[config.mk]
export PLATFORM = sky130hd
export DESIGN_NAME = arbitro_ram
export DESIGN_NICKNAME = d
export VERILOG_FILES = /design/src/rtl/arbitro_ram.sv
export SDC_FILE = /design/constraint.sdc
export NUM_CORES = 1
export LEC_CHECK = 0
export CAP_MARGIN = 20
export CORE_MARGIN = 2
export CORE_UTILIZATION = 25
export DETAILED_ROUTE_END_ITERATION = 7
export HOLD_SLACK_MARGIN = 0.15
export PLACE_DENSITY = 0.67
export SLEW_MARGIN = 10
export SYNTH_ARGS = -nofsm -noshare
export SYNTH_HDL_FRONTEND = slang
export SYNTH_SLANG_ARGS = --single-unit
[constraint.sdc]
create_clock -name clk -period 4 [get_ports clk]
set_input_delay 0.8 -clock clk [delete_from_list [all_inputs] [get_ports clk]]
set_output_delay 0.8 -clock clk [all_outputs]
set_load 0.05 [all_outputs]
[src/rtl/arbitro_ram.sv]
// Shares the 16-word data RAM between processor Load/Store and an external loader port.
// Optional saturating conflict counter enabled by defining ARBITRO_RAM_CONFLITOS_EN.
module arbitro_ram #(
  parameter int LARGURA    = 8,
  parameter int MAX_ESPERA = 4
) (
  input  logic               clk,
  input  logic               rst,
  input  logic               cpu_read,
  input  logic               cpu_write,
  input  logic [3:0]         cpu_addr,
  input  logic [LARGURA-1:0] cpu_wdata,
  output logic [LARGURA-1:0] cpu_rdata,
  output logic               cpu_stall,
  input  logic               ext_req,
  input  logic               ext_we,
  input  logic [3:0]         ext_addr,
  input  logic [LARGURA-1:0] ext_wdata,
  output logic               ext_ack,
  output logic [LARGURA-1:0] ext_rdata,
  output logic [3:0]         ram_addr,
  output logic [LARGURA-1:0] ram_wdata,
  output logic               ram_we,
  output logic               ram_re,
  input  logic [LARGURA-1:0] ram_rdata,
  output logic [7:0]         conflitos,
  output logic [1:0]         estado_dbg
);

  localparam int EW = (MAX_ESPERA < 1) ? 1 : $clog2(MAX_ESPERA + 1);

  typedef enum logic [1:0] {
    IDLE     = 2'd0,
    CPU_RD   = 2'd1,
    EXT_DONE = 2'd2
  } estado_t;

  estado_t       state_q, state_d;
  logic [EW-1:0] espera_q, espera_d;
  logic          ext_we_q, ext_we_d;
  logic          cpu_req;
  logic          ext_wins;

  assign cpu_req  = cpu_read | cpu_write;
  assign ext_wins = ext_req && (!cpu_req || espera_q == EW'(MAX_ESPERA));

  always_ff @(posedge clk) begin
    if (rst) begin
      state_q  <= IDLE;
      espera_q <= '0;
      ext_we_q <= 1'b0;
    end else begin
      state_q  <= state_d;
      espera_q <= espera_d;
      ext_we_q <= ext_we_d;
    end
  end

  // Everything is gated by rst so a request present during reset never reaches the RAM.
  always_comb begin
    state_d   = state_q;
    espera_d  = espera_q;
    ext_we_d  = ext_we_q;
    ram_addr  = '0;
    ram_wdata = '0;
    ram_we    = 1'b0;
    ram_re    = 1'b0;
    cpu_stall = 1'b0;
    ext_ack   = 1'b0;
    if (!rst) begin
      unique case (state_q)
        IDLE: begin
          if (ext_wins) begin
            ram_addr  = ext_addr;
            ram_wdata = ext_wdata;
            ram_we    = ext_we;
            ram_re    = !ext_we;
            cpu_stall = cpu_req;
            ext_we_d  = ext_we;
            espera_d  = '0;
            state_d   = EXT_DONE;
          end else if (cpu_req) begin
            if (ext_req && espera_q != EW'(MAX_ESPERA)) espera_d = espera_q + EW'(1);
            ram_addr = cpu_addr;
            if (cpu_write) begin
              ram_wdata = cpu_wdata;
              ram_we    = 1'b1;
            end else begin
              ram_re    = 1'b1;
              cpu_stall = 1'b1;
              state_d   = CPU_RD;
            end
          end
        end
        CPU_RD: state_d = IDLE;
        EXT_DONE: begin
          ext_ack   = 1'b1;
          cpu_stall = cpu_req;
          state_d   = IDLE;
        end
        default: state_d = IDLE;
      endcase
    end
  end

  assign cpu_rdata  = (!rst && state_q == CPU_RD) ? ram_rdata : '0;
  assign ext_rdata  = (!rst && state_q == EXT_DONE && !ext_we_q) ? ram_rdata : '0;
  assign estado_dbg = state_q;

`ifdef ARBITRO_RAM_CONFLITOS_EN
  logic [7:0] conflitos_q;

  always_ff @(posedge clk) begin
    if (rst) begin
      conflitos_q <= '0;
    end else if (state_q == IDLE && cpu_req && ext_req && conflitos_q != 8'hFF) begin
      conflitos_q <= conflitos_q + 8'd1;
    end
  end

  assign conflitos = conflitos_q;
`else
  assign conflitos = '0;
`endif

endmodule

==> metrics.txt <==
# TYPE chip_impl_metric gauge
chip_impl_metric{name="area_growth_syn_to_layout",unit="%"} 85.3
chip_impl_info{name="slowest_stage",value="sky130_fd_sc_hd__clkdlybuf4s50_1"} 1
chip_impl_metric{name="netlist_instances",unit=""} 116
chip_impl_metric{name="synth.lib_cells_used.distinct",unit=""} 29
chip_impl_metric{name="critical_path.max_stage_delay",unit="ns"} 0.80
chip_impl_metric{name="power_density",unit="nW/um^2"} 189
chip_impl_metric{name="post_layout_minimum_cycle_time",unit="ns"} 3.49
chip_impl_metric{name="yosysWarningCount",unit=""} 0
chip_impl_info{name="yosys.area.top_type",value="sky130_fd_sc_hd__dfxtp_1"} 1
chip_impl_info{name="cp-end-kind",value="primary output"} 1
chip_impl_metric{name="dpl-instance-area",unit="um^2"} 1510
chip_impl_info{name="cts_tree",value="built"} 1
chip_impl_metric{name="tritoncts_num_sinks",unit=""} 6
chip_impl_info{name="yosys_most_used_dff",value="sky130_fd_sc_hd__dfxtp_1"} 1
chip_impl_info{name="cpMostUsedCell",value="sky130_fd_sc_hd__clkdlybuf4s50_1"} 1
chip_impl_metric{name="cts_htree_levels",unit=""} 1
chip_impl_info{name="ranking_of_synthesized_cells_by_area",value="sky130_fd_sc_hd__dfxtp_1 15%, sky130_fd_sc_hd__and2_1 13%, sky130_fd_sc_hd__nand4_1 9.8%"} 1
chip_impl_metric{name="yosys.area_share.adder",unit=""} 0.0303
chip_impl_metric{name="pin_count_of_the_biggest_net_entering_global_routing",unit=""} 30
chip_impl_metric{name="nNetsFinal",unit=""} 226
chip_impl_metric{name="start_util",unit=""} 0.266
chip_impl_metric{name="postCtsSetupBuffers",unit=""} 0
chip_impl_metric{name="drv_slew",unit=""} 0
chip_impl_metric{name="setup-tns-final",unit="ns"} 0
chip_impl_metric{name="globalRouteOverflowTotal",unit=""} 0
chip_impl_metric{name="drt.antenna.violating_nets",unit=""} 0
chip_impl_metric{name="hpwl",unit="um"} 2210
chip_impl_metric{name="utilization",unit=""} 0.493
chip_impl_metric{name="first_pass_grt_wire_length",unit="um"} 4080
chip_impl_metric{name="logic_gate_share_of_total_power",unit=""} 0.574
chip_impl_metric{name="antenna_violations_before_repair",unit=""} 0
chip_impl_metric{name="power_report.internal_total",unit="mW"} 0.163
chip_impl_metric{name="port_buffers",unit=""} 71
chip_impl_metric{name="holdBufCountCts",unit=""} 0
chip_impl_metric{name="global_route.usage.total",unit=""} 0.143
chip_impl_metric{name="dp.cells",unit=""} 225
chip_impl_metric{name="timing_hold_violations_final",unit=""} 0
chip_impl_metric{name="seq_power_share",unit=""} 0.225
chip_impl_info{name="status",value="finished, final reports clean"} 1
chip_impl_info{name="yosys-top-cells-count",value="17 x sky130_fd_sc_hd__and2_1, 15 x sky130_fd_sc_hd__o21ai_1, 13 x sky130_fd_sc_hd__nand4_1"} 1
chip_impl_info{name="worst_hold_path_type",value="register to register"} 1
chip_impl_metric{name="dieWidth",unit="um"} 61.5
chip_impl_metric{name="synth.mux.area_fraction",unit=""} 0
chip_impl_metric{name="pwr-share-clk",unit=""} 0.201
chip_impl_metric{name="synth_compound_area_frac",unit=""} 0.174
chip_impl_info{name="cell_with_the_most_instances_after_synthesis",value="sky130_fd_sc_hd__and2_1"} 1
chip_impl_metric{name="grt_pass1_vias",unit=""} 918
chip_impl_metric{name="synthDominantCellAreaShare",unit=""} 0.145
chip_impl_metric{name="async_reset_ff_frac",unit=""} 0
chip_impl_metric{name="finalWirelength",unit="um"} 2840
chip_impl_metric{name="sequential_share_of_the_synthesized_area",unit=""} 0.145
chip_impl_metric{name="die_y",unit="um"} 61.5
chip_impl_info{name="crit_chain",value="clkdlybuf4s50_1 -> nor3b_2 -> and2b_1 -> and2_1 -> clkdlybuf4s50_1"} 1
chip_impl_metric{name="remaining_drc_errors",unit=""} 0
chip_impl_metric{name="critical_path.max_fanout",unit=""} 8
chip_impl_info{name="ctsRootBufferMaster",value="sky130_fd_sc_hd__clkbuf_4"} 1
chip_impl_metric{name="power.share.switching",unit=""} 0.435
chip_impl_metric{name="diodes",unit=""} 0
chip_impl_metric{name="max_cap_violations",unit=""} 0
chip_impl_metric{name="clkTransAtPathRegs",unit="ns"} 0.04
chip_impl_metric{name="finClkSkew",unit="ns"} 0.00410
chip_impl_metric{name="timing_worst_slew_pin_value",unit="ns"} 0.537
chip_impl_metric{name="synth-xor-area-share",unit=""} 0
chip_impl_metric{name="routed_via_density",unit=""} 4.71
chip_impl_metric{name="slew-limit-headroom",unit=""} 0.642
chip_impl_metric{name="worst_ep_arrival",unit="ns"} 2.69
chip_impl_metric{name="synth_enable_flop_cells",unit=""} 0
chip_impl_metric{name="post-route-period-util",unit=""} 0.873
chip_impl_metric{name="fill_cells",unit=""} 319
chip_impl_metric{name="number_of_standard_cell_rows_in_the_floorplan",unit=""} 20
chip_impl_metric{name="cts_repair_resize_count",unit=""} 0
chip_impl_metric{name="place_congestion",unit=""} 0.770
chip_impl_metric{name="synth_simple_gate_area_share",unit=""} 0.473
chip_impl_metric{name="vias",unit=""} 1073
chip_impl_metric{name="instances_no_fill",unit=""} 228
chip_impl_metric{name="whs",unit="ns"} 0.477
chip_impl_info{name="timing.critical_path.from_type",value="input pin"} 1
chip_impl_metric{name="maximum_clock_insertion_buffer_count",unit=""} 2
chip_impl_metric{name="drive_above_1_share",unit=""} 0.163
chip_impl_info{name="worst-setup-path-type",value="input pin to primary output"} 1
chip_impl_metric{name="count_of_routing_violations_after_the_opening_detailed_route_iteration",unit=""} 78
chip_impl_metric{name="switching_power",unit="mW"} 0.126
chip_impl_metric{name="first_pass_iters",unit=""} 4
chip_impl_metric{name="placeableCoreArea",unit="um^2"} 3100
chip_impl_metric{name="vdd_drop_max",unit="mV"} 0.144
chip_impl_metric{name="synth_area",unit="um^2"} 826
chip_impl_metric{name="drt-wirelength-per-cell",unit="um"} 12.4
chip_impl_metric{name="synthesis.area_per_instance",unit="um^2"} 7.12
chip_impl_metric{name="clkLatencyLatePin",unit="ns"} 0.25
chip_impl_metric{name="tritoncts.num_buffers",unit=""} 3
chip_impl_metric{name="setup_viol_count_final",unit=""} 0
chip_impl_metric{name="design.die.area",unit="um^2"} 3780
chip_impl_metric{name="yosys_register_bits",unit=""} 6
chip_impl_metric{name="final_cell_area",unit="um^2"} 1530
chip_impl_info{name="combinational_family_with_the_most_area_after_synthesis",value="simple AND/OR/NAND/NOR gates"} 1
chip_impl_metric{name="maxClockFrequency",unit="MHz"} 286
chip_impl_info{name="rsz0062_at_grt",value="false"} 1
chip_impl_metric{name="pin_count",unit=""} 80
chip_impl_metric{name="worst_endpoint_required_time",unit="ns"} 3.20
chip_impl_metric{name="cellLeakagePower",unit="nW"} 0.603
[area by class of cell]
| cell class | instances | area [um^2] | share of cell area |
|---|---|---|---|
| Inverter | 4 | 15.0 | 0.00981 |
| Timing Repair Buffer | 76 | 723 | 0.473 |
| Sequential cell | 6 | 120 | 0.0785 |
| Clock buffer | 3 | 22.5 | 0.0147 |
| Multi-Input combinational cell | 95 | 594 | 0.388 |
| Tap cell | 44 | 55.1 | 0.0360 |
[metrics by stage]
step	power (mW)	setup WS (ns)
after floorplan	0.172	0.870
after global placement	0.230	0.559
after detailed placement	0.232	0.505
after CTS	0.291	0.500
after global routing	0.307	0.418
final	0.289	0.507
[layout by cell type (no fill, tap or decap), types with 3 or more instances in the layout]
| cell | instances |
|---|---|
| sky130_fd_sc_hd__a21oi_1 | 3 |
| sky130_fd_sc_hd__nand3_1 | 12 |
| sky130_fd_sc_hd__buf_4 | 19 |
| sky130_fd_sc_hd__nor3b_2 | 3 |
| sky130_fd_sc_hd__dfxtp_1 | 6 |
| sky130_fd_sc_hd__clkbuf_4 | 3 |
| sky130_fd_sc_hd__inv_1 | 4 |
| sky130_fd_sc_hd__conb_1 | 8 |
| sky130_fd_sc_hd__clkdlybuf4s50_1 | 56 |
| sky130_fd_sc_hd__and2_1 | 17 |
| sky130_fd_sc_hd__nand2_1 | 3 |
| sky130_fd_sc_hd__nand4_1 | 13 |
| sky130_fd_sc_hd__o21ai_1 | 15 |
| sky130_fd_sc_hd__nand3b_1 | 4 |
[power groups by stage]
stage,sequential [mW],clock [mW],combinational [mW]
6_report,0.0651,0.0581,0.166
2_1_floorplan,0.0679,0,0.104
3_3_place_gp,0.0660,0,0.164
5_1_grt,0.0654,0.0656,0.176
4_1_cts,0.0651,0.0601,0.166
3_5_place_dp,0.0662,0,0.166
[cell families after synthesis]
kind of cell    after synthesis
compound gates               24
fa+ha+maj                     2
buf+inv                      22
flops                         6
other cells                   1
simple gates                 61
[state kept, by name, summed over array words and instances (netlist names)]
register,flops
espera_q,3
estado_dbg,2
ext_we_q,1
[layer usage]
| metal | GRT usage | share of wire | vias up |
|---|---|---|---|
| met1 | 0.172 | 0.43 | 491 |
| met5 | 0 | 0 | - |
| met3 | 0.0420 | 0.077 | 5 |
| met4 | 0.0365 | 0.0088 | 0 |
| li1 | - | - | 543 |
| met2 | 0.251 | 0.49 | 34 |
[path summary, 6_finish.rpt]
check,from,endpoint,slack (ns),cells past startpoint
setup / recovery,rst,ext_rdata[1],0.51,5
hold / removal,espera_q[0]$_SDFFE_PP0P_,espera_q[0]$_SDFFE_PP0P_,0.48,2
setup reg to reg,espera_q[0]$_SDFFE_PP0P_,estado_dbg[0]$_SDFFE_PP0P_,2.56,5
hold reg to reg,espera_q[0]$_SDFFE_PP0P_,espera_q[0]$_SDFFE_PP0P_,0.48,2
[critical path, delay by kind of cell]
kind / cells / cell delay (ns)
buffers and inverters: 2 / 1.27
and+or+nand+nor: 3 / 0.62
Power figures use the tool's default switching activity.
